==> src/rtl/io_out_sched_pkg.sv <==
// io_out_sched_pkg: shared definitions for the buffered output-port scheduler.
// Contents: FSM state encoding and the {addr, data} entry-width helper.
// Imported by io_out_sched and io_out_sched_fifo.
package io_out_sched_pkg;

  typedef enum logic {
    ST_IDLE = 1'b0,
    ST_SEND = 1'b1
  } state_e;

  // Width of one queued entry: port address followed by the data word.
  function automatic int entry_w(input int nuioou, input int nubits);
    return $clog2(nuioou) + nubits;
  endfunction

endpackage

==> src/rtl/io_out_sched_fifo.sv <==
// io_out_sched_fifo: circular buffer of DEPTH entries, combinational head.
// Ports: clk/rst, push + wdata write at the tail, pop advances the head,
//        rdata is the head entry, empty from the occupancy count.
module io_out_sched_fifo
  import io_out_sched_pkg::*;
#(
  parameter int W     = 17,
  parameter int DEPTH = 7
) (
  input  logic         clk,
  input  logic         rst,
  input  logic         push,
  input  logic         pop,
  input  logic [W-1:0] wdata,
  output logic [W-1:0] rdata,
  output logic         empty
);

  localparam int PW = (DEPTH > 1) ? $clog2(DEPTH) : 1;
  localparam int CW = $clog2(DEPTH + 1);

  logic [W-1:0]  mem [DEPTH];
  logic [PW-1:0] wptr_q, wptr_d;
  logic [PW-1:0] rptr_q, rptr_d;
  logic [CW-1:0] cnt_q, cnt_d;

  // Pointers wrap modulo DEPTH, which need not be a power of two.
  function automatic logic [PW-1:0] next_ptr(input logic [PW-1:0] p);
    return (p == PW'(DEPTH - 1)) ? '0 : p + 1'b1;
  endfunction

  always_comb begin
    wptr_d = wptr_q;
    rptr_d = rptr_q;
    if (push) wptr_d = next_ptr(wptr_q);
    if (pop)  rptr_d = next_ptr(rptr_q);
    cnt_d = cnt_q + CW'(push) - CW'(pop);
  end

  always_ff @(posedge clk or posedge rst) begin
    if (rst) begin
      wptr_q <= '0;
      rptr_q <= '0;
      cnt_q  <= '0;
    end else begin
      wptr_q <= wptr_d;
      rptr_q <= rptr_d;
      cnt_q  <= cnt_d;
    end
  end

  // Storage is not reset; only the pointers and count define validity.
  always_ff @(posedge clk) begin
    if (push) mem[wptr_q] <= wdata;
  end

  assign rdata = mem[rptr_q];
  assign empty = (cnt_q == '0);

endmodule

==> src/rtl/io_out_sched.sv <==
// io_out_sched: buffers core output strobes and drains them in program order
// to NUIOOU peripherals over per-port valid/ready.
// Ports: out_en/addr_out/io_out in; p_data/p_valid/p_ready per-port handshake;
//        level/full/ovf status, ovf_clr clears the sticky overflow flag.
module io_out_sched
  import io_out_sched_pkg::*;
#(
  parameter int NUBITS = 16,
  parameter int NUIOOU = 2,
  parameter int FDEPTH = 8
) (
  input  logic                      clk,
  input  logic                      rst,
  input  logic                      out_en,
  input  logic [$clog2(NUIOOU)-1:0] addr_out,
  input  logic [NUBITS-1:0]         io_out,
  output logic [NUBITS-1:0]         p_data,
  output logic [NUIOOU-1:0]         p_valid,
  input  logic [NUIOOU-1:0]         p_ready,
  output logic [$clog2(FDEPTH):0]   level,
  output logic                      full,
  output logic                      ovf,
  input  logic                      ovf_clr
);

  localparam int AW = $clog2(NUIOOU);
  localparam int LW = $clog2(FDEPTH) + 1;
  localparam int EW = entry_w(NUIOOU, NUBITS);

  state_e            state_q, state_d;
  logic [AW-1:0]     out_addr_q, out_addr_d;
  logic [NUBITS-1:0] out_data_q, out_data_d;
  logic [LW-1:0]     level_q, level_d;
  logic              ovf_q, ovf_d;

  logic          hs, push_ok;
  logic          fifo_push, fifo_pop, fifo_empty;
  logic [EW-1:0] fifo_rdata;

  // Out-of-range addresses match no port, so they present no valid at all.
  always_comb begin
    for (int k = 0; k < NUIOOU; k++) begin
      p_valid[k] = (state_q == ST_SEND) && (out_addr_q == AW'(k));
    end
  end

  // An entry with no valid port is retired in one cycle as if handshaken.
  assign hs      = (state_q == ST_SEND) && ((|(p_valid & p_ready)) || !(|p_valid));
  assign push_ok = out_en && ((level_q < LW'(FDEPTH)) || hs);

  // Pushes bypass the queue only when the output register is about to be free
  // and nothing older is waiting.
  assign fifo_push = push_ok && (state_q == ST_SEND) && !(hs && fifo_empty);
  assign fifo_pop  = hs && !fifo_empty;

  always_comb begin
    state_d    = state_q;
    out_addr_d = out_addr_q;
    out_data_d = out_data_q;
    level_d    = level_q + LW'(push_ok) - LW'(hs);
    ovf_d      = ovf_q;

    if (ovf_clr)            ovf_d = 1'b0;
    if (out_en && !push_ok) ovf_d = 1'b1;

    case (state_q)
      ST_IDLE: begin
        if (push_ok) begin
          out_addr_d = addr_out;
          out_data_d = io_out;
          state_d    = ST_SEND;
        end
      end
      ST_SEND: begin
        if (hs) begin
          if (!fifo_empty) begin
            {out_addr_d, out_data_d} = fifo_rdata;
          end else if (push_ok) begin
            out_addr_d = addr_out;
            out_data_d = io_out;
          end else begin
            state_d = ST_IDLE;
          end
        end
      end
      default: state_d = ST_IDLE;
    endcase
  end

  always_ff @(posedge clk or posedge rst) begin
    if (rst) begin
      state_q    <= ST_IDLE;
      out_addr_q <= '0;
      out_data_q <= '0;
      level_q    <= '0;
      ovf_q      <= 1'b0;
    end else begin
      state_q    <= state_d;
      out_addr_q <= out_addr_d;
      out_data_q <= out_data_d;
      level_q    <= level_d;
      ovf_q      <= ovf_d;
    end
  end

  io_out_sched_fifo #(
    .W     (EW),
    .DEPTH (FDEPTH - 1)
  ) u_fifo (
    .clk   (clk),
    .rst   (rst),
    .push  (fifo_push),
    .pop   (fifo_pop),
    .wdata ({addr_out, io_out}),
    .rdata (fifo_rdata),
    .empty (fifo_empty)
  );

  assign p_data = out_data_q;
  assign level  = level_q;
  assign full   = (level_q == LW'(FDEPTH));
  assign ovf    = ovf_q;

endmodule

==> config.mk <==
export PLATFORM = sky130hd
export DESIGN_NAME = io_out_sched
export DESIGN_NICKNAME = d
export VERILOG_FILES = /design/src/rtl/io_out_sched_pkg.sv /design/src/rtl/io_out_sched_fifo.sv /design/src/rtl/io_out_sched.sv
export SDC_FILE = /design/constraint.sdc
export NUM_CORES = 1
export LEC_CHECK = 0
export CORE_MARGIN = 8
export CORE_UTILIZATION = 55
export CTS_BUF_LIST = sky130_fd_sc_hd__clkbuf_2 sky130_fd_sc_hd__clkbuf_4 sky130_fd_sc_hd__clkbuf_8
export CTS_CLUSTER_DIAMETER = 40
export DETAILED_ROUTE_END_ITERATION = 8
export MAX_ROUTING_LAYER = met4
export PLACE_DENSITY_LB_ADDON = 0.12
export SLEW_MARGIN = 20
export SYNTH_ARGS = -nofsm -noshare
export SYNTH_HDL_FRONTEND = slang
export SYNTH_SLANG_ARGS = --single-unit
==> constraint.sdc <==
create_clock -name clk -period 9.9 [get_ports clk]
set_input_delay 2.97 -clock clk [delete_from_list [all_inputs] [get_ports clk]]
set_output_delay 2.97 -clock clk [all_outputs]
set_load 0.01 [all_outputs]
-- Word-level counts from Yosys, hierarchy flattened
Memories as Yosys holds them, arrays and structs flattened.
Index checks and enable logic that the tools add are counted.
- RAM bits: 119
- input port bits: 23
- memories: 1
- word-level logic and storage cells: 60
- output and inout bits: 24
- register bits: 32
- memories (name ; words ; width ; read ports ; clocked after memory_dff ; wr ports ; RTL line ; text):
    u_fifo.mem ; 7 ; 17 ; 1 ; 0 ; 1 ; io_out_sched_fifo.sv:22 ; logic [W-1:0] mem [DEPTH];
- muxes and demuxes: 18
- equal/unequal tests: 4
- reduce and logical (&&, ||, !) cells: 19
- bitwise gates (word level): 3
- add/sub/neg operators: 6
- $lt $le $gt $ge: 1
- operators by type and width (cell ; count):
    $mux 16 ; 3
    $pmux 16 s2 ; 1
    $mux 1 ; 10
    $logic_and 1x1->1 ; 9
    $add 3x1->3 const B ; 2
    $eq 3x3->1 const B ; 2
    $mux 3 ; 2
    $add 4x1->4 ; 1
    $eq 4x4->1 const B ; 1
    $logic_not 1->1 ; 4
    $lt 4x4->1 const B ; 1
    $pmux 1 s2 ; 2
    $reduce_or 2->1 ; 2
    $sub 4x1->4 ; 1
    $add 3x1->3 ; 1
    $logic_not 3->1 ; 1
    $sub 3x1->3 ; 1
    $and 2x2->2 ; 1
    $logic_or 1x1->1 ; 2
    $ne 2x1->1 const B ; 1
    $not 1->1 ; 2
    $reduce_bool 2->1 ; 1

-- Longest topological paths before layout
- word-level depth: 12
- mapped depth: 10
- gate-level depth less buffers: 9

-- Modules after synthesis
Synthesis repeated with hierarchy kept, for this count alone.
- cells, all modules: 400
- area total of the unflattened synthesis: 6473.7 µm²
- modules (own cells, without submodules) (module ; cells an instance ; area each (µm²) ; times used):
    io_out_sched_fifo ; 286 ; 5178.7 ; 1
    io_out_sched ; 114 ; 1295.0 ; 1

-- Worst setup path before layout
OpenSTA, ideal clock, no wires.
- kind: input to register
- start point: input port p_ready[0]
- end point: memory u_fifo.mem[4][0] (enable)
- arrival time: 5.468 ns
- library setup time: 0.441 ns
- slack: 3.991 ns
- required time: 9.459 ns
- stages: 4
- path buffers: 0
- path through: mux2_4 o21ai_1 nand2_1 nor4b_1
- word-level cells in the longest chain between the ends: 10
- elaborated cells between the ends (all ways): 12
- classes of those cells: mux (2); bitwise (1); reduce/logical (9)
- ends and longest elaborated chain (item ; RTL line ; text):
    from (decl) ; io_out_sched.sv:19 ; input logic [NUIOOU-1:0] p_ready,
    $and 2x2->2 * ; io_out_sched.sv:48 ; assign hs = (state_q == ST_SEND) && ((|(p_valid & p_ready)) || !(|p_valid));
    $reduce_or 2->1 * ; io_out_sched.sv:48 ;
    $logic_or 1x1->1 * ; io_out_sched.sv:48 ;
    $logic_and 1x1->1 * ; io_out_sched.sv:48 ;
    $logic_or 1x1->1 ; io_out_sched.sv:49 ; assign push_ok = out_en && ((level_q < LW'(FDEPTH)) || hs);
    $logic_and 1x1->1 ; io_out_sched.sv:49 ;
    $logic_and 1x1->1 ; io_out_sched.sv:53 ; assign fifo_push = push_ok && (state_q == ST_SEND) && !(hs && fifo_empty);
    $logic_and 1x1->1 * ; io_out_sched.sv:53 ;
    $mux 1 * ; io_out_sched_fifo.sv:54 ; if (push) mem[wptr_q] <= wdata;
    $mux 1 (not written as such) * ; io_out_sched_fifo.sv:54 ;
    to (decl) ; io_out_sched_fifo.sv:22 ;
Mark *: on every way between the ends. The rest lies on a longest branch, timed or not.

-- Worst setup path in the final report
- start point: input port p_ready[1]
- end point: memory u_fifo.mem[3][16] (enable)
The elaborated chain is that of the path after synthesis.

==> results.yml <==
worst_setup_path:
  crit_fanout: 9
  startpoint_type: "input port"
  cp-end-kind: "flip-flop"
  critPathRequiredTime_ns: 10.03
  crit_type: "input port to flip-flop"
  critPathArrivalTime_ns: 5.26
cts:
  clk_latency_ns: 0.43
  cts-root-buf: "clkbuf_8"
  cts_tree: "done"
  hold_buffers: 0
  cts.repair.resized: 0
  cts_max_path_buffers: 2
  clk_pin_slew_ns: 0.08
  htreeDepth: 4
  cts_setup_buffers: 0
  cts_buffers: 17
  clock-sinks: 151
die:
  ios: 47
  start_util_pct: 56.8
  rows: 38
  fp.dieH_um: 122
  fp.dieW_um: 122
  die_area_um2: 14900
  core_um2: 10900
yosys:
  synth_edf_count: 119
  yosysTopAreaCellShare_pct: 57.8
  synth_area_leaders: "edfxtp_1 (58%), dfrtp_1 (13%), mux4_2 (4.7%)"
  syn_nets: 402
  netlist_area_um2: 6180
  syn_avg_cell_area_um2: 16.7
  ys_ff_latch: 151
  ys_seq_area_share_pct: 70.7
  synth_warnings: 0
  syn_inst: 370
  synth_top_cell_by_area: "edfxtp_1"
  ys_async_sr_fraction_pct: 21.2
  ys.flop_type: "edfxtp_1"
  synth_cell_types: 52
sta:
  finalCritPeriodShare_pct: 51.9
  slew_headroom_pct: 28.1
  fin_setup_tns_ns: 0
  hold_violations: 0
  maxSlewViolCount: 0
  max_freq_ghz: 0.195
  rsz0062_at_grt: "no"
  period_needed_ns: 5.13
  worstMarginPinSlew_ns: 1.08
  setup_viol_count_final: 0
  finalClockSkew_ns: 0.00929
  hold_slack_ns: 0.539
route:
  drt-total-wl_um: 12400
  firstDrtPassIters: 5
  antenna_left: 0
  drc: 0
  drtIter0Drc: 377
  via_per_inst: 5.93
  vias: 3435
  wl_per_cell_um: 21.3
placement:
  dp_hpwl_um: 7420
  place_area_um2: 6800
  numPortBuffers: 46
  gp_congestion: 0.815
final_layout:
  layout_commonest_cell: "edfxtp_1"
  final_cell_mix: "edfxtp_1 (119), clkdlybuf4s50_1 (46), dfrtp_1 (30)"
  diodes: 0
  syn_to_final_growth_pct: 16.7
  drive_gt1_share_pct: 17.8
  postLayoutCellArea_um2: 7220
  fin_nets: 458
global_routing:
  gr-total-overflow: 0
  grt_usage_pct: 18.4
  grt_pass1_vias: 3713
  grt_max_degree: 59
  grt_pass1_wl_um: 20100
  antenna_found_initial: 0
power_and_ir_drop:
  combPwrFrac_pct: 34.6
  power_density_nw_per_um2: 305
  power.internal_mw: 1.48
  pwr-share-clk_pct: 22.1
  switching_power_mw: 0.721
  p_leak_nw: 2.63
  ir_worst_vdd_mv: 0.176
  switching_share_pct: 32.7
  seqPwrFrac_pct: 43.3
run:
  maxCapViolCount: 0
hold_path:
  hp-class: "flip-flop to flip-flop"
status:
  outcome: "finished, final reports clean"
[per-stage QoR]
step / instances / utilization (%) / worst slack, ns / power [mW]
after floorplan: 370 / - / 3.99 / 1.47
after global placement: 547 / 62.4 / 4.38 / 1.72
after detailed placement: 547 / 62.4 / 4.31 / 1.74
after CTS: 579 / 66.3 / 4.78 / 2.23
after global routing: 579 / 66.3 / 4.54 / 2.34
final: 579 / 66.3 / 4.77 / 2.20
[sequential cells by signal (all words and copies together), names as in the netlist]
name,flops
u_fifo.cnt_q,3
state_q,1
level,4
p_data,16
u_fifo.wptr_q,3
u_fifo.rptr_q,3
out_addr_q,1
u_fifo.mem,119
ovf,1
[worst max-delay path, stage by stage]
cell and delay (ns):
clkdlybuf4s50_1 0.46, mux2_4 0.31, o21ai_1 0.23, nand3_1 0.21, nor2b_1 0.74, buf_4 0.33
[kinds of logic after synthesis]
logic type / count (synthesis) / synth area share (%)
multiplexers: 38 / 9.04
AND/OR/NAND/NOR: 59 / 4.41
XOR/XNOR: 4 / 0.567
buffers and inverters: 33 / 2.61
flip-flops: 151 / 70.7
adder cells (fa/ha/maj): 9 / 2.06
AO/OA/AOI/OAI: 76 / 10.6
[final timing paths]
kind / slack [ns] / end / start / cells after the start
worst max-delay path: 4.77 / u_fifo.mem[3][16] / p_ready[1] / 6
worst min-delay path: 0.54 / ovf / ovf / 2
worst max register to register: 7.27 / u_fifo.mem[3][16] / out_addr_q / 5
worst min register to register: 0.54 / ovf / ovf / 2
max in group asynchronous: 6.59 / u_fifo.rptr_q[1] / rst / 3
min in group asynchronous: 2.94 / level[0] / rst / 3
[cells in the mapped netlist, types with 3 or more instances]
cell type and number:
inv_2 3, buf_6 3, buf_2 6, o211a_1 12
dfrtp_1 32, o221a_1 8, mux4_2 13, o221a_2 8
inv_1 13, mux2i_1 18, edfxtp_1 119, a221o_1 8
a31oi_1 3, o211ai_1 4, nor2b_1 4, a21oi_1 3
nor2_1 18, clkbuf_1 5, ha_1 7, xnor2_1 3
mux2_1 3, o21ai_1 15, nand2_1 24
[power groups by stage]
| stage | Sequential, mW | Clock (mW) | Combinational (mW) |
|---|---|---|---|
| finish | 0.954 | 0.487 | 0.762 |
| global route | 0.971 | 0.520 | 0.845 |
| CTS | 0.952 | 0.497 | 0.776 |
| detailed placement | 0.965 | 0 | 0.771 |
| global placement | 0.960 | 0 | 0.756 |
| floorplan | 0.925 | 0 | 0.545 |
[layer usage]
metal,vias to the layer above,part of all wire (%),GRT usage (%)
li1,1576,-,-
met5,-,0,-
met2,103,50,28.4
met1,1730,43,22.8
met4,0,2.5,8.87
met3,26,4.8,3.98
[layout make-up]
| type | count | area, um2 |
|---|---|---|
| repair buffers | 54 | 520 |
| clock inverters | 12 | 149 |
| clock buffers | 20 | 269 |
| well taps | 140 | 175 |
| multi-input cells | 186 | 1670 |
| flip-flops and latches | 151 | 4380 |
| inverters | 16 | 60.1 |
| fillers | 758 | 3670 |
Note: power is estimated with default switching activity, not from simulation.
